### src/rtl/c3aibadapt_cmn_clkmux2_ctl.sv
// Glitch-safe 2:1 clock-mux select sequencer: gate, drain, flip select, settle, ungate, ack.
// Optional status ports (sw_drop, sw_cnt) under `C3AIBADAPT_CMN_CLKMUX2_CTL_STATUS_EN.
module c3aibadapt_cmn_clkmux2_ctl #(
  parameter int unsigned DRAIN_CYC  = 4,
  parameter int unsigned SETTLE_CYC = 2,
  parameter int unsigned CNT_W      = 4,
  parameter logic        RST_SEL    = 1'b0
) (
  input  logic       clk,
  input  logic       rst,
  input  logic       sw_req,
  input  logic       sw_sel,
  output logic       sw_ack,
  output logic       busy,
  output logic       clk_sel,
  output logic       clk_gate_en
`ifdef C3AIBADAPT_CMN_CLKMUX2_CTL_STATUS_EN
  ,
  output logic       sw_drop,
  output logic [7:0] sw_cnt
`endif
);

  typedef enum logic [2:0] {
    IDLE, GATE_OFF, DRAIN, SWITCH, SETTLE, GATE_ON, DONE
  } state_t;

  localparam logic [CNT_W-1:0] DRAIN_LD  = CNT_W'(DRAIN_CYC);
  localparam logic [CNT_W-1:0] SETTLE_LD = CNT_W'(SETTLE_CYC);
  localparam logic [CNT_W-1:0] CNT_ONE   = CNT_W'(1);

  state_t           state;
  logic [CNT_W-1:0] cnt;
  logic             chg;

  // A no-change request still passes through GATE_OFF so busy rises one edge
  // before the ack; chg suppresses all gate/select activity on that path.
  always_ff @(posedge clk) begin
    if (rst) begin
      state       <= IDLE;
      cnt         <= '0;
      chg         <= 1'b0;
      sw_ack      <= 1'b0;
      busy        <= 1'b0;
      clk_sel     <= RST_SEL;
      clk_gate_en <= 1'b1;
    end else begin
      sw_ack <= 1'b0;
      case (state)
        IDLE: begin
          if (sw_req && !sw_ack) begin
            chg   <= (sw_sel != clk_sel);
            state <= GATE_OFF;
          end
        end
        GATE_OFF: begin
          busy <= 1'b1;
          if (chg) begin
            clk_gate_en <= 1'b0;
            cnt         <= DRAIN_LD;
            state       <= DRAIN;
          end else begin
            state <= DONE;
          end
        end
        DRAIN: begin
          if (cnt == CNT_ONE) begin
            cnt   <= '0;
            state <= SWITCH;
          end else begin
            cnt <= cnt - CNT_ONE;
          end
        end
        SWITCH: begin
          clk_sel <= ~clk_sel;
          cnt     <= SETTLE_LD;
          state   <= SETTLE;
        end
        SETTLE: begin
          if (cnt == CNT_ONE) begin
            cnt   <= '0;
            state <= GATE_ON;
          end else begin
            cnt <= cnt - CNT_ONE;
          end
        end
        GATE_ON: begin
          clk_gate_en <= 1'b1;
          state       <= DONE;
        end
        DONE: begin
          sw_ack <= 1'b1;
          busy   <= 1'b0;
          chg    <= 1'b0;
          state  <= IDLE;
        end
        default: state <= IDLE;
      endcase
    end
  end

`ifdef C3AIBADAPT_CMN_CLKMUX2_CTL_STATUS_EN
  always_ff @(posedge clk) begin
    if (rst) begin
      sw_drop <= 1'b0;
      sw_cnt  <= '0;
    end else begin
      if (sw_req && (state != IDLE || sw_ack)) sw_drop <= 1'b1;
      if (state == SWITCH) sw_cnt <= sw_cnt + 8'd1;
    end
  end
`endif

endmodule

### config.mk
export PLATFORM = sky130hd
export DESIGN_NAME = c3aibadapt_cmn_clkmux2_ctl
export DESIGN_NICKNAME = d
export VERILOG_FILES = /design/src/rtl/c3aibadapt_cmn_clkmux2_ctl.sv
export SDC_FILE = /design/constraint.sdc
export NUM_CORES = 1
export LEC_CHECK = 0
export ABC_AREA = 1
export CORE_AREA = 2 2 39 41
export CTS_CLUSTER_DIAMETER = 60
export DETAILED_ROUTE_END_ITERATION = 8
export DIE_AREA = 0 0 41 43
export PLACE_DENSITY = 0.79
export SLEW_MARGIN = 20
export SYNTH_ARGS = -nofsm -noshare
export SYNTH_HDL_FRONTEND = slang
export SYNTH_SLANG_ARGS = --single-unit
export TNS_END_PERCENT = 20
### constraint.sdc
create_clock -name clk -period 1.8 [get_ports clk]
set_clock_uncertainty 0.1 [all_clocks]
set_input_delay 0.45 -clock clk [delete_from_list [all_inputs] [get_ports clk]]
set_output_delay 0.45 -clock clk [all_outputs]
set_load 0.02 [all_outputs]
Word level (Yosys, flattened, before mapping). Index checks and enable logic that the tools add are counted.

Add/sub/neg operators: 1. Equality and inequality tests: 12. Multiplexer cells: 14. Bitwise gates (word level): 1. Reductions and logical operators: 12.

Operators by type and width (number): $pmux 3 s6 (1); $mux 3 (4); $pmux 4 s3 (1); $eq 3x3->1 const B (3); $mux 4 (2); $ne 2x2->1 const B (4); $eq 3x2->1 const B (2); $pmux 1 s2 (3); $reduce_and 2->1 (3); $reduce_bool 2->1 (3); $eq 4x1->1 const B (1); $sub 4x1->4 const B (1); $eq 3x1->1 const B (1); $logic_not 3->1 (1); $mux 1 (3); $reduce_and 3->1 (1); $reduce_bool 3->1 (1); $reduce_or 2->1 (1); $logic_and 1x1->1 (1); $logic_not 1->1 (1); $ne 1x1->1 (1); $not 1->1 (1).

Register bits: 12. Input port bits: 4. Output and inout bits: 4. Logic and storage cells: 47.

Depth between registers and ports, before layout. Gate-level depths: netlist (run 1).

Depth in word-level cells: 4. Gate-level depth with buffers: 9. Depth with buffers taken out: 9.

Worst setup path before layout (run 1). OpenSTA, ideal clock, no wires.

Path kind: flip-flop to flip-flop. From: register cnt[0]. To: register cnt[2]. Library setup time: 0.064 ns. Arrival: 0.951 ns. Setup slack: 0.685 ns. Stages on the path, launching flop included: 10. Clock period less this slack: 1.115 ns. Cells stage by stage: dfxtp_1 -> inv_1 -> ha_1 -> inv_1 -> nand2_1 -> nand2_1 -> nand2_1 -> nor2_1 -> nor2_1 -> nor2_1.

Cells in the longest elaborated chain, start to end: 3. Elaborated cells between the ends (all ways): 4. Classes of those cells: 1 x add/sub; 1 x eq/ne; 2 x mux.

Ends and longest elaborated chain: start, declared (line 33) `logic [CNT_W-1:0] cnt;`; start signal, assigned (line 71) `cnt <= cnt - CNT_ONE;`; start signal, assigned (line 84) `cnt <= cnt - CNT_ONE;`; $sub 4x1->4 / $eq 4x1->1 (equally long branches); $mux 4 * (line 67, 80); $pmux 4 s3 * (line 49) `case (state)`.

Every way passes the cells marked *; elsewhere a longest branch is shown, timed or not. A chain may end at the register's enable or synchronous reset.

Worst setup path after layout (run 1).
From: register clk_gate_en. To: output port clk_gate_en.

RTL lines: start, declared (line 16) `output logic clk_gate_en`; start signal, assigned (line 46) `clk_gate_en <= 1'b1;`; start signal, assigned (line 59) `clk_gate_en <= 1'b0;`; start signal, assigned (line 88) `clk_gate_en <= 1'b1;`.

No word-level cell between the ends.

==> flow_summary_export.csv, run 1 <==
group,metric,value,unit
die,start_util,44.4,%
synthesis,synth.cells.most_frequent,"sky130_fd_sc_hd__nand2_1, sky130_fd_sc_hd__nor2_1, sky130_fd_sc_hd__inv_1",
die,boundaryPins,8,
cts,cts_tree,"built",
cts,numClockSinks,12,
synthesis,synth-seq-cells,12,
routing,postRouteAntennaNets,0,
cells_and_area,final_cells,116,
min_path,hold_start,"clk_gate_en",
grt,total_routing_usage_gr,17.1,%
grt,grt_pass1_vias,494,
timing,fmax,575,MHz
synthesis,yosysTopAreaCell,"sky130_fd_sc_hd__dfxtp_1",
cts,insertion_delay_of_the_later_clocked_pin_in_the_worst_skew_pair,0.27,ns
min_path,min_path_cells,2,
critical_path,r2r_end,"cnt[3]",
critical_path,critical-path-slowest-cell,"sky130_fd_sc_hd__clkdlybuf4s50_1",
grt,grt_first_pass_wirelength,2010,um
die,die_y,43,um
cts,postCtsSetupBuffers,0,
placed_design,routabilityCongestion,0.793,
timing,final.period_utilization,96.6,%
cts,htreeDepth,1,
critical_path,timing.critical_path.arrival,1.19,ns
cells_and_area,layout.nets,107,
synthesis,ys_async_sr_fraction,0,%
routing,route.detailed.vias_per_inst,4.92,
synthesis,synth_edf_count,0,
critical_path,cp_data_required_time,1.25,ns
cts,postCtsHoldBufs,0,
cells_and_area,fraction_of_final_layout_cells_sized_beyond_drive_strength_1,10.0,%
synthesis,synth_largest_type_area_fraction,39.1,%
placed_design,hpwl_detailed,894,um
run_status,result_of_the_run,"finished clean",
run,cap_viol_max_count,0,
critical_path,worst_path_largest_cell_delay,0.60,ns
grt,grt_antenna_before_repair,0,
routing,drtIter0Drc,13,
critical_path,path_buf_inv,1,
synthesis,post_synth_num_cell_types,16,
cts,cts_inserted_buffers,3,
critical_path,critPathKind,"reg2out",
power_and_ir_drop,power_per_cell_area,1720,mW/mm2
critical_path,critical_path_peak_fanout,2,
critical_path,crit_family,"buffers and inverters",
grt,overflow,0,
cells_and_area,syn_to_final_growth,21.2,%
cts,path_clk_slew,0.07,ns
power_and_ir_drop,static-leakage-power,0.000387,uW
die,die_x,41,um
timing,finalCriticalPeriod,1.74,ns
synthesis,postSynthAreaPerCell,6.90,um2
synthesis,synth-seq-area-share,39.1,%
die,floorplan.rows,14,
min_path,whs_endpoint,"clk_gate_en",
min_path,min_path_type,"reg2reg",
timing,setup-tns-final,0,ns
routing,first_pass_iters,2,
cts,cts.path.max_buffers,2,
synthesis,yosys_most_used_dff,"sky130_fd_sc_hd__dfxtp_1",
die,fp.coreArea,0.00138,mm2
power_and_ir_drop,peakVddDrop,0.752,mV
routing,routed_wl,1130,um
grt,largest_net_degree_at_the_start_of_global_routing,8,
cells_and_area,antennaDiodeCount,0,
critical_path,reg2regPathDepth,7,
critical_path,r2r-start,"cnt[1]",
placed_design,port_buffers,7,
timing,final-setup-viol-count,0,
routing,post_drt_wl_per_cell,9.73,um
routing,num_vias,571,
critical_path,critical_path.cell_chain,"clkdlybuf4s50_1",
critical_path,reg2reg_slack,0.57,ns
timing,maxSlewViolCount,0,
cts,ctsResizeCount,1,
routing,drcViolationCount,0,
synthesis,ys_warn_count,0,
synthesis,yosys.cell_count.top_type,"sky130_fd_sc_hd__nand2_1",
die,design.die.area,0.00176,mm2
timing,max_slew_margin,81.1,%
synthesis,synth_nets,95,
critical_path,timing.critical_path.to_type,"output port",
synthesis,synth_area_leaders,"sky130_fd_sc_hd__dfxtp_1, sky130_fd_sc_hd__nand2_1, sky130_fd_sc_hd__nand3_1, sky130_fd_sc_hd__nor2_1, sky130_fd_sc_hd__inv_1",
cts,ctsRootBufferMaster,"sky130_fd_sc_hd__clkbuf_4",
synthesis,postSynthCellCount,89,
timing,timing.final.hold_violations,0,
synthesis,syn-cell-area,614,um2
timing,finalHoldWorstSlack,0.383,ns
placed_design,post-place-cells,112,
timing,unrepaired_setup_endpoints_after_global_routing,"no",
critical_path,worstSetupStartpointType,"flip-flop",
timing,worst-slew-pin-transition,0.283,ns
==> cell type report <==
class	instances	area [um2]
timing repair buffer	8	81.3
fill	141	639
sequential	12	240
clock buffer	4	36.3
inverter	13	48.8
tap	16	20.0
multi-input combinational	63	318
==> how the worst max path moves through the flow <==
stage	cells past startpoint	startpoint	to
detailed placement	4	rst	state[2]
finish	1	clk_gate_en	clk_gate_en
floorplan	9	cnt[0]	cnt[2]
CTS	1	sw_ack	sw_ack
global placement	4	rst	state[2]
global route	1	clk_gate_en	clk_gate_en
==> cells by family after synthesis <==
group / after synthesis / synth area share [%]
AO/OA/AOI/OAI: 9 / 8.55
flip-flops: 12 / 39.1
XOR/XNOR: 2 / 2.85
adder cells (fa/ha/maj): 2 / 4.07
buffers and inverters: 14 / 9.17
AND/OR/NAND/NOR: 50 / 36.3
==> tightest hold or removal path: cells and delay by family, from the launching register on <==
| family | cells | cell delay [ns] |
|---|---|---|
| AOI/OAI and AO/OA | 1 | 0.08 |
| DFF | 1 | 0.32 |
| and+or+nand+nor | 1 | 0.05 |
==> layout by cell type, fill, tap and decap left out <==
cell type                         netlist  routed
sky130_fd_sc_hd__nand2_2                2       2
sky130_fd_sc_hd__nand3_1               12      12
sky130_fd_sc_hd__clkbuf_8               0       1
sky130_fd_sc_hd__clkdlybuf4s50_1        0       4
sky130_fd_sc_hd__nor3_1                 2       2
sky130_fd_sc_hd__nor2_1                15      15
sky130_fd_sc_hd__xor2_1                 2       2
sky130_fd_sc_hd__o21ai_0                3       3
sky130_fd_sc_hd__nand2_1               17      17
sky130_fd_sc_hd__a31oi_1                1       1
sky130_fd_sc_hd__buf_4                  1       1
sky130_fd_sc_hd__nand3_2                2       2
sky130_fd_sc_hd__dlymetal6s2s_1         0       2
sky130_fd_sc_hd__a21oi_1                3       3
sky130_fd_sc_hd__ha_1                   2       2
sky130_fd_sc_hd__clkbuf_4               0       3
sky130_fd_sc_hd__a21oi_2                1       1
sky130_fd_sc_hd__o211ai_1               1       1
sky130_fd_sc_hd__dlygate4sd2_1          0       1
sky130_fd_sc_hd__dfxtp_1               12      12
sky130_fd_sc_hd__inv_1                 13      13
==> per-stage QoR <==
step / setup slack, ns / area (um2) / power, uW / util [%]
3_5_place_dp: 0.227 / 704 / 1080 / 50.9
2_1_floorplan: 0.685 / 614 / 941 / -
5_1_grt: 0.0153 / 744 / 1430 / 53.8
6_report: 0.0619 / 744 / 1280 / 53.8
4_1_cts: 0.0124 / 739 / 1300 / 53.4
3_3_place_gp: 0.227 / 704 / 1060 / 50.9
==> metal layers <==
metal | GRT usage [%] | wire length, um
met2 | 22.2 | 509
met1 | 22.3 | 554
met3 | 6.28 | 30
met5 | 0 | 0
met4 | 12.0 | 35
==> power by group <==
| group | switching (uW) | leakage (uW) | internal (uW) | total (uW) |
|---|---|---|---|---|
| Combinational | 380 | 0.000268 | 244 | 624 |
| Clock | 84.7 | 0.0000210 | 123 | 208 |
| Sequential | 83.7 | 0.0000983 | 362 | 445 |
==> state kept, by name (all words and copies together), names as in the netlist <==
signal       flops
busy             1
chg              1
clk_gate_en      1
clk_sel          1
cnt              4
state            3
sw_ack           1
Note: power is estimated with default switching activity, not from simulation.
==> run 2, diff against run 1 <==
--- a/config.mk
+++ b/config.mk
@@ -8,9 +8,10 @@
 export ABC_AREA = 1
 export CORE_AREA = 2 2 39 41
 export CTS_CLUSTER_DIAMETER = 60
+export CTS_CLUSTER_SIZE = 24
 export DETAILED_ROUTE_END_ITERATION = 8
 export DIE_AREA = 0 0 41 43
-export PLACE_DENSITY = 0.79
+export PLACE_DENSITY = 0.73
 export SLEW_MARGIN = 20
 export SYNTH_ARGS = -nofsm -noshare
 export SYNTH_HDL_FRONTEND = slang
==> run 2 against run 1 <==
Compared with the run above: combinational power rose by 3%; cell area fell by 2.2%; worst setup slack got worse by 0.015 ns; critical endpoint is now busy; highest routed layer unchanged; sequential power barely moved; power fell by 2.2%; global-route usage rose by 0.34 points; clock-buffer cell count fell by 1.
==> flow_summary_export.csv, run 2 (synthesis gave the netlist of run 1 again) <==
group,metric,value,unit
die,design.die.area,0.00176,mm2
grt,overflow,0,
cts,ctsResizeCount,1,
cts,path_clk_slew,0.07,ns
timing,fmax,570,MHz
cells_and_area,mostFrequentLayoutCells,"sky130_fd_sc_hd__nand2_1, sky130_fd_sc_hd__nor2_1, sky130_fd_sc_hd__inv_1",
routing,num_vias,597,
cells_and_area,finish.utilization,52.6,%
min_path,min_path_cells,2,
critical_path,reg2regPathDepth,7,
power_and_ir_drop,static-leakage-power,0.000364,uW
routing,drtIter0Drc,13,
grt,largest_net_degree_at_the_start_of_global_routing,8,
timing,finalCriticalPeriod,1.75,ns
critical_path,worst_path_largest_cell_delay,0.60,ns
cts,cts.path.max_buffers,2,
grt,total_routing_usage_gr,17.4,%
critical_path,timing.critical_path.arrival,1.20,ns
die,die_y,43,um
routing,route.detailed.vias_per_inst,5.19,
grt,grt_antenna_before_repair,0,
cells_and_area,mostFrequentLayoutCell,"sky130_fd_sc_hd__nand2_1",
cts,cts_inserted_buffers,3,
power_and_ir_drop,comb_power_share,51.4,%
critical_path,timing.critical_path.to_type,"output port",
placed_design,post-place-cells,112,
timing,setup-tns-final,0,ns
cells_and_area,syn_to_final_growth,18.5,%
cts,cts_tree,"built",
timing,maxSlewViolCount,0,
critical_path,critical_path.cell_chain,"clkdlybuf4s50_1",
routing,routed_wl,1190,um
grt,grt_use_met1,25.1,%
critical_path,worstSetupStartpointType,"flip-flop",
power_and_ir_drop,power.switching_fraction,45.1,%
min_path,min_path_type,"reg2reg",
power_and_ir_drop,p_clk_share,12.8,%
grt,grt_util_met3,1.57,%
cells_and_area,layout.nets,107,
critical_path,cp_data_required_time,1.25,ns
cells_and_area,biggestRegsByFlops,"cnt: 4 flops, state: 3 flops",
die,floorplan.rows,14,
cells_and_area,num-fill-cells,140,
power_and_ir_drop,power.sequential.fraction,35.8,%
grt,grt_first_pass_wirelength,2150,um
grt,most_used_routing_layer_in_global_routing,"met2",
die,boundaryPins,8,
critical_path,critical_path_peak_fanout,2,
timing,max_slew_margin,79.4,%
cts,numClockSinks,12,
routing,first_pass_iters,7,
critical_path,path_buf_inv,1,
grt,gr-usage-met2,25.3,%
cts,htreeDepth,1,
placed_design,routabilityCongestion,0.850,
cells_and_area,antennaDiodeCount,0,
timing,worst-slew-pin-transition,0.308,ns
routing,post_drt_wl_per_cell,10.3,um
cells_and_area,final_cells,115,
die,fp.coreArea,0.00138,mm2
timing,final-setup-viol-count,0,
grt,grt_pass1_vias,537,
placed_design,hpwl_detailed,917,um
placed_design,port_buffers,7,
cells_and_area,top_register,"cnt",
timing,unrepaired_setup_endpoints_after_global_routing,"no",
timing,timing.final.hold_violations,0,
critical_path,crit_family,"buffers and inverters",
critical_path,crit_cells,1,
cells_and_area,number_of_flip_flops_in_the_largest_register,4,
critical_path,critical-path-slowest-cell,"sky130_fd_sc_hd__clkdlybuf4s50_1",
critical_path,critPathKind,"reg2out",
power_and_ir_drop,peakVddDrop,0.760,mV
routing,postRouteAntennaNets,0,
power_and_ir_drop,power.switching,563,uW
power_and_ir_drop,internal_power,687,uW
cts,postCtsSetupBuffers,0,
die,start_util,44.4,%
routing,drcViolationCount,0,
cts,insertion_delay_of_the_later_clocked_pin_in_the_worst_skew_pair,0.27,ns
cells_and_area,fraction_of_final_layout_cells_sized_beyond_drive_strength_1,9.09,%
cts,postCtsHoldBufs,0,
run,cap_viol_max_count,0,
timing,final.period_utilization,97.4,%
cts,ctsRootBufferMaster,"sky130_fd_sc_hd__clkbuf_4",
die,die_x,41,um
run_status,result_of_the_run,"finished clean",
power_and_ir_drop,power_per_cell_area,1720,mW/mm2
## run 2: path summary, 6_finish.rpt
path / slack (ns) / endpoint / from
setup / recovery: 0.05 / busy / busy
hold / removal: 0.39 / clk_gate_en / clk_gate_en
setup reg to reg: 0.53 / cnt[3] / cnt[1]
hold reg to reg: 0.39 / clk_gate_en / clk_gate_en
## run 2: worst reg2reg max path, stage by stage, from the launching register on
cell and delay, ns:
sky130_fd_sc_hd__dfxtp_1 0.36, sky130_fd_sc_hd__inv_1 0.07, sky130_fd_sc_hd__ha_1 0.17, sky130_fd_sc_hd__nand3_1 0.14, sky130_fd_sc_hd__inv_1 0.05, sky130_fd_sc_hd__nor2_1 0.12
sky130_fd_sc_hd__nand2_1 0.06, sky130_fd_sc_hd__a21oi_1 0.12
## run 2: final cells by class
cell class                 count  area [um2]  share of cell area [%]
tap                           16        20.0                    2.75
sequential                    12         240                    33.0
multi-input combinational     63         318                    43.6
timing repair buffer           8        78.8                    10.8
clock buffer                   3        22.5                    3.09
inverter                      13        48.8                    6.70
## run 2: power by group through the flow
stage	Combinational [uW]	Sequential, uW	Clock, uW
CTS	637	448	158
global placement	626	448	0
global route	752	467	171
floorplan	486	454	0
finish	642	448	160
detailed placement	635	455	0
## run 2: metal layers
layer  vias up  share of wire (%)
met5         -                  0
met4         0                2.3
met3         5                5.8
met2        23                 48
met1       264                 44
li1        305                  -
## run 2: through the flow
stage                     setup WS [ns]  instance area, um2  hold slack (ns)  total power [uW]
after floorplan                   0.685                 614            0.375               941
after detailed placement          0.230                 704            0.378              1090
after CTS                        0.0275                 726            0.397              1240
after global placement            0.216                 704            0.369              1070
after global routing            0.00974                 728            0.418              1390
final                            0.0466                 728            0.390              1250
==> run 3, diff against run 2 <==
--- a/config.mk
+++ b/config.mk
@@ -6,12 +6,13 @@
 export NUM_CORES = 1
 export LEC_CHECK = 0
 export ABC_AREA = 1
+export ABC_CLOCK_PERIOD_IN_PS = 1800
 export CORE_AREA = 2 2 39 41
 export CTS_CLUSTER_DIAMETER = 60
 export CTS_CLUSTER_SIZE = 24
 export DETAILED_ROUTE_END_ITERATION = 8
 export DIE_AREA = 0 0 41 43
-export PLACE_DENSITY = 0.73
+export PLACE_DENSITY = 0.69
 export SLEW_MARGIN = 20
 export SYNTH_ARGS = -nofsm -noshare
 export SYNTH_HDL_FRONTEND = slang
==> run 3 against run 2 <==
Compared with the run above: non-clock buffer count stayed put; wire length up 2.0%; critical path depth is the same; maximum frequency rose by 0.60%; critical endpoint unchanged; critical path type unchanged; clock power about the same; sequential share of layout area decreased by 0.11 points.
==> flow_summary_export.csv, run 3 (synthesis gave the netlist of run 1 again) <==
group,metric,value,unit
cts,cts.path.max_buffers,2,
die,start_util,44.4,%
routing,drtIter0Drc,11,
routing,topRoutingLayerUsed,"met3",
critical_path,reg2reg_slack,0.53,ns
placed_design,post-place-cells,112,
critical_path,worst_path_largest_cell_delay,0.60,ns
power_and_ir_drop,power_per_cell_area,1700,mW/mm2
placed_design,hpwl_detailed,944,um
min_path,hold_start,"clk_gate_en",
cells_and_area,finish.instance_area,731,um2
timing,max_slew_margin,79.5,%
routing,drcViolationCount,0,
cells_and_area,mostFrequentLayoutCells,"sky130_fd_sc_hd__nand2_1, sky130_fd_sc_hd__nor2_1, sky130_fd_sc_hd__inv_1",
die,boundaryPins,8,
cts,path_clk_slew,0.07,ns
die,die_y,43,um
cts,cts_tree,"built",
critical_path,crit_family,"buffers and inverters",
cells_and_area,syn_to_final_growth,18.9,%
cells_and_area,biggestRegsByFlops,"cnt: 4 flops, state: 3 flops",
routing,detailroute.wirelength.met2,629,um
placed_design,routabilityCongestion,0.759,
timing,timing.final.hold_violations,0,
grt,largest_net_degree_at_the_start_of_global_routing,9,
critical_path,cp_data_required_time,1.25,ns
timing,final.period_utilization,96.8,%
cts,postCtsSetupBuffers,0,
cells_and_area,num-fill-cells,141,
timing,worst-slew-pin-transition,0.306,ns
grt,total_routing_usage_gr,18.2,%
critical_path,timing.critical_path.to_type,"output port",
timing,finalHoldWorstSlack,0.386,ns
routing,first_pass_iters,4,
cts,postCtsHoldBufs,0,
cells_and_area,finish.utilization,52.8,%
timing,fmax,574,MHz
routing,route.detailed.vias_per_inst,4.99,
run,cap_viol_max_count,0,
grt,grt_antenna_before_repair,0,
cells_and_area,top_register,"cnt",
critical_path,timing.critical_path.arrival,1.19,ns
timing,setup-tns-final,0,ns
cts,numClockSinks,12,
cts,ctsRootBufferMaster,"sky130_fd_sc_hd__clkbuf_4",
die,fp.coreArea,0.00138,mm2
die,floorplan.rows,14,
die,die_x,41,um
cts,insertion_delay_of_the_later_clocked_pin_in_the_worst_skew_pair,0.26,ns
routing,routed_wl,1210,um
routing,postRouteAntennaNets,0,
timing,unrepaired_setup_endpoints_after_global_routing,"no",
power_and_ir_drop,static-leakage-power,0.000364,uW
critical_path,critical-path-slowest-cell,"sky130_fd_sc_hd__clkdlybuf4s50_1",
cells_and_area,final_cells,115,
power_and_ir_drop,peakVddDrop,0.873,mV
cells_and_area,layout.nets,107,
grt,grt_first_pass_wirelength,2210,um
min_path,min_path_type,"reg2reg",
routing,met3RoutedLength,35,um
timing,final-setup-viol-count,0,
cells_and_area,antennaDiodeCount,0,
critical_path,path_buf_inv,1,
cts,cts_inserted_buffers,3,
cells_and_area,mostFrequentLayoutCell,"sky130_fd_sc_hd__nand2_1",
grt,overflow,0,
routing,num_vias,574,
timing,finalCriticalPeriod,1.74,ns
timing,maxSlewViolCount,0,
placed_design,port_buffers,7,
critical_path,r2r-start,"cnt[1]",
die,design.die.area,0.00176,mm2
cells_and_area,fraction_of_final_layout_cells_sized_beyond_drive_strength_1,9.09,%
cts,htreeDepth,1,
grt,grt_pass1_vias,546,
run_status,result_of_the_run,"finished clean",
critical_path,worstSetupStartpointType,"flip-flop",
critical_path,critical_path_peak_fanout,2,
critical_path,critPathKind,"reg2out",
cells_and_area,number_of_flip_flops_in_the_largest_register,4,
routing,post_drt_wl_per_cell,10.5,um
critical_path,worst_setup_path_startpoint,"busy",
routing,route.layer.met1.wl,545,um
placed_design,placed_area,704,um2
critical_path,critical_path.cell_chain,"clkdlybuf4s50_1",
[run 3: cell types whose count changed in the layout (fill, tap and decap cells not counted), sizes merged]
cell,before,now
clkdlybuf4s50,5,4
dlymetal6s2s,1,2
[run 3: area by class of cell]
class / count / area (um2) / area share [%]
clock buffer: 3 / 22.5 / 3.08
tap: 16 / 20.0 / 2.74
multi-input combinational: 63 / 318 / 43.5
timing repair buffer: 8 / 81.3 / 11.1
inverter: 13 / 48.8 / 6.68
sequential: 12 / 240 / 32.9
[run 3: tightest hold or removal path, cell delays in order (launching register included)]
cell                      delay [ns]
sky130_fd_sc_hd__dfxtp_1        0.33
sky130_fd_sc_hd__o21ai_0        0.08
sky130_fd_sc_hd__nand2_1        0.05
[run 3: timing repair]
action | 4_1_cts | 5_1_grt
pin swaps | 0 | 0
endpoints found under the hold margin | 0 | 0
gates resized for setup | 1 | 2
setup endpoints to repair | 1 | 2
[run 3: per-layer routing]
layer  GRT usage (%)  vias up
met5               0        -
met1            23.4      259
li1                -      305
met4            8.00        0
met2            28.4       10
met3            3.14        0
[run 3: path summary, 6_finish.rpt]
kind / to / cells after the start
setup / recovery: busy / 1
hold / removal: clk_gate_en / 2
setup reg to reg: cnt[3] / 7
hold reg to reg: clk_gate_en / 2
[run 3: through the flow]
step,total power [uW],setup WS (ns)
after detailed placement,1090,0.216
after global placement,1080,0.274
final,1240,0.0570
after CTS,1250,0.0254
after global routing,1380,0.00656
after floorplan,941,0.685
[run 3: power breakdown]
group | switching (uW) | internal (uW)
combinational | 390 | 247
clock | 80.8 | 77.2
sequential | 84.7 | 362
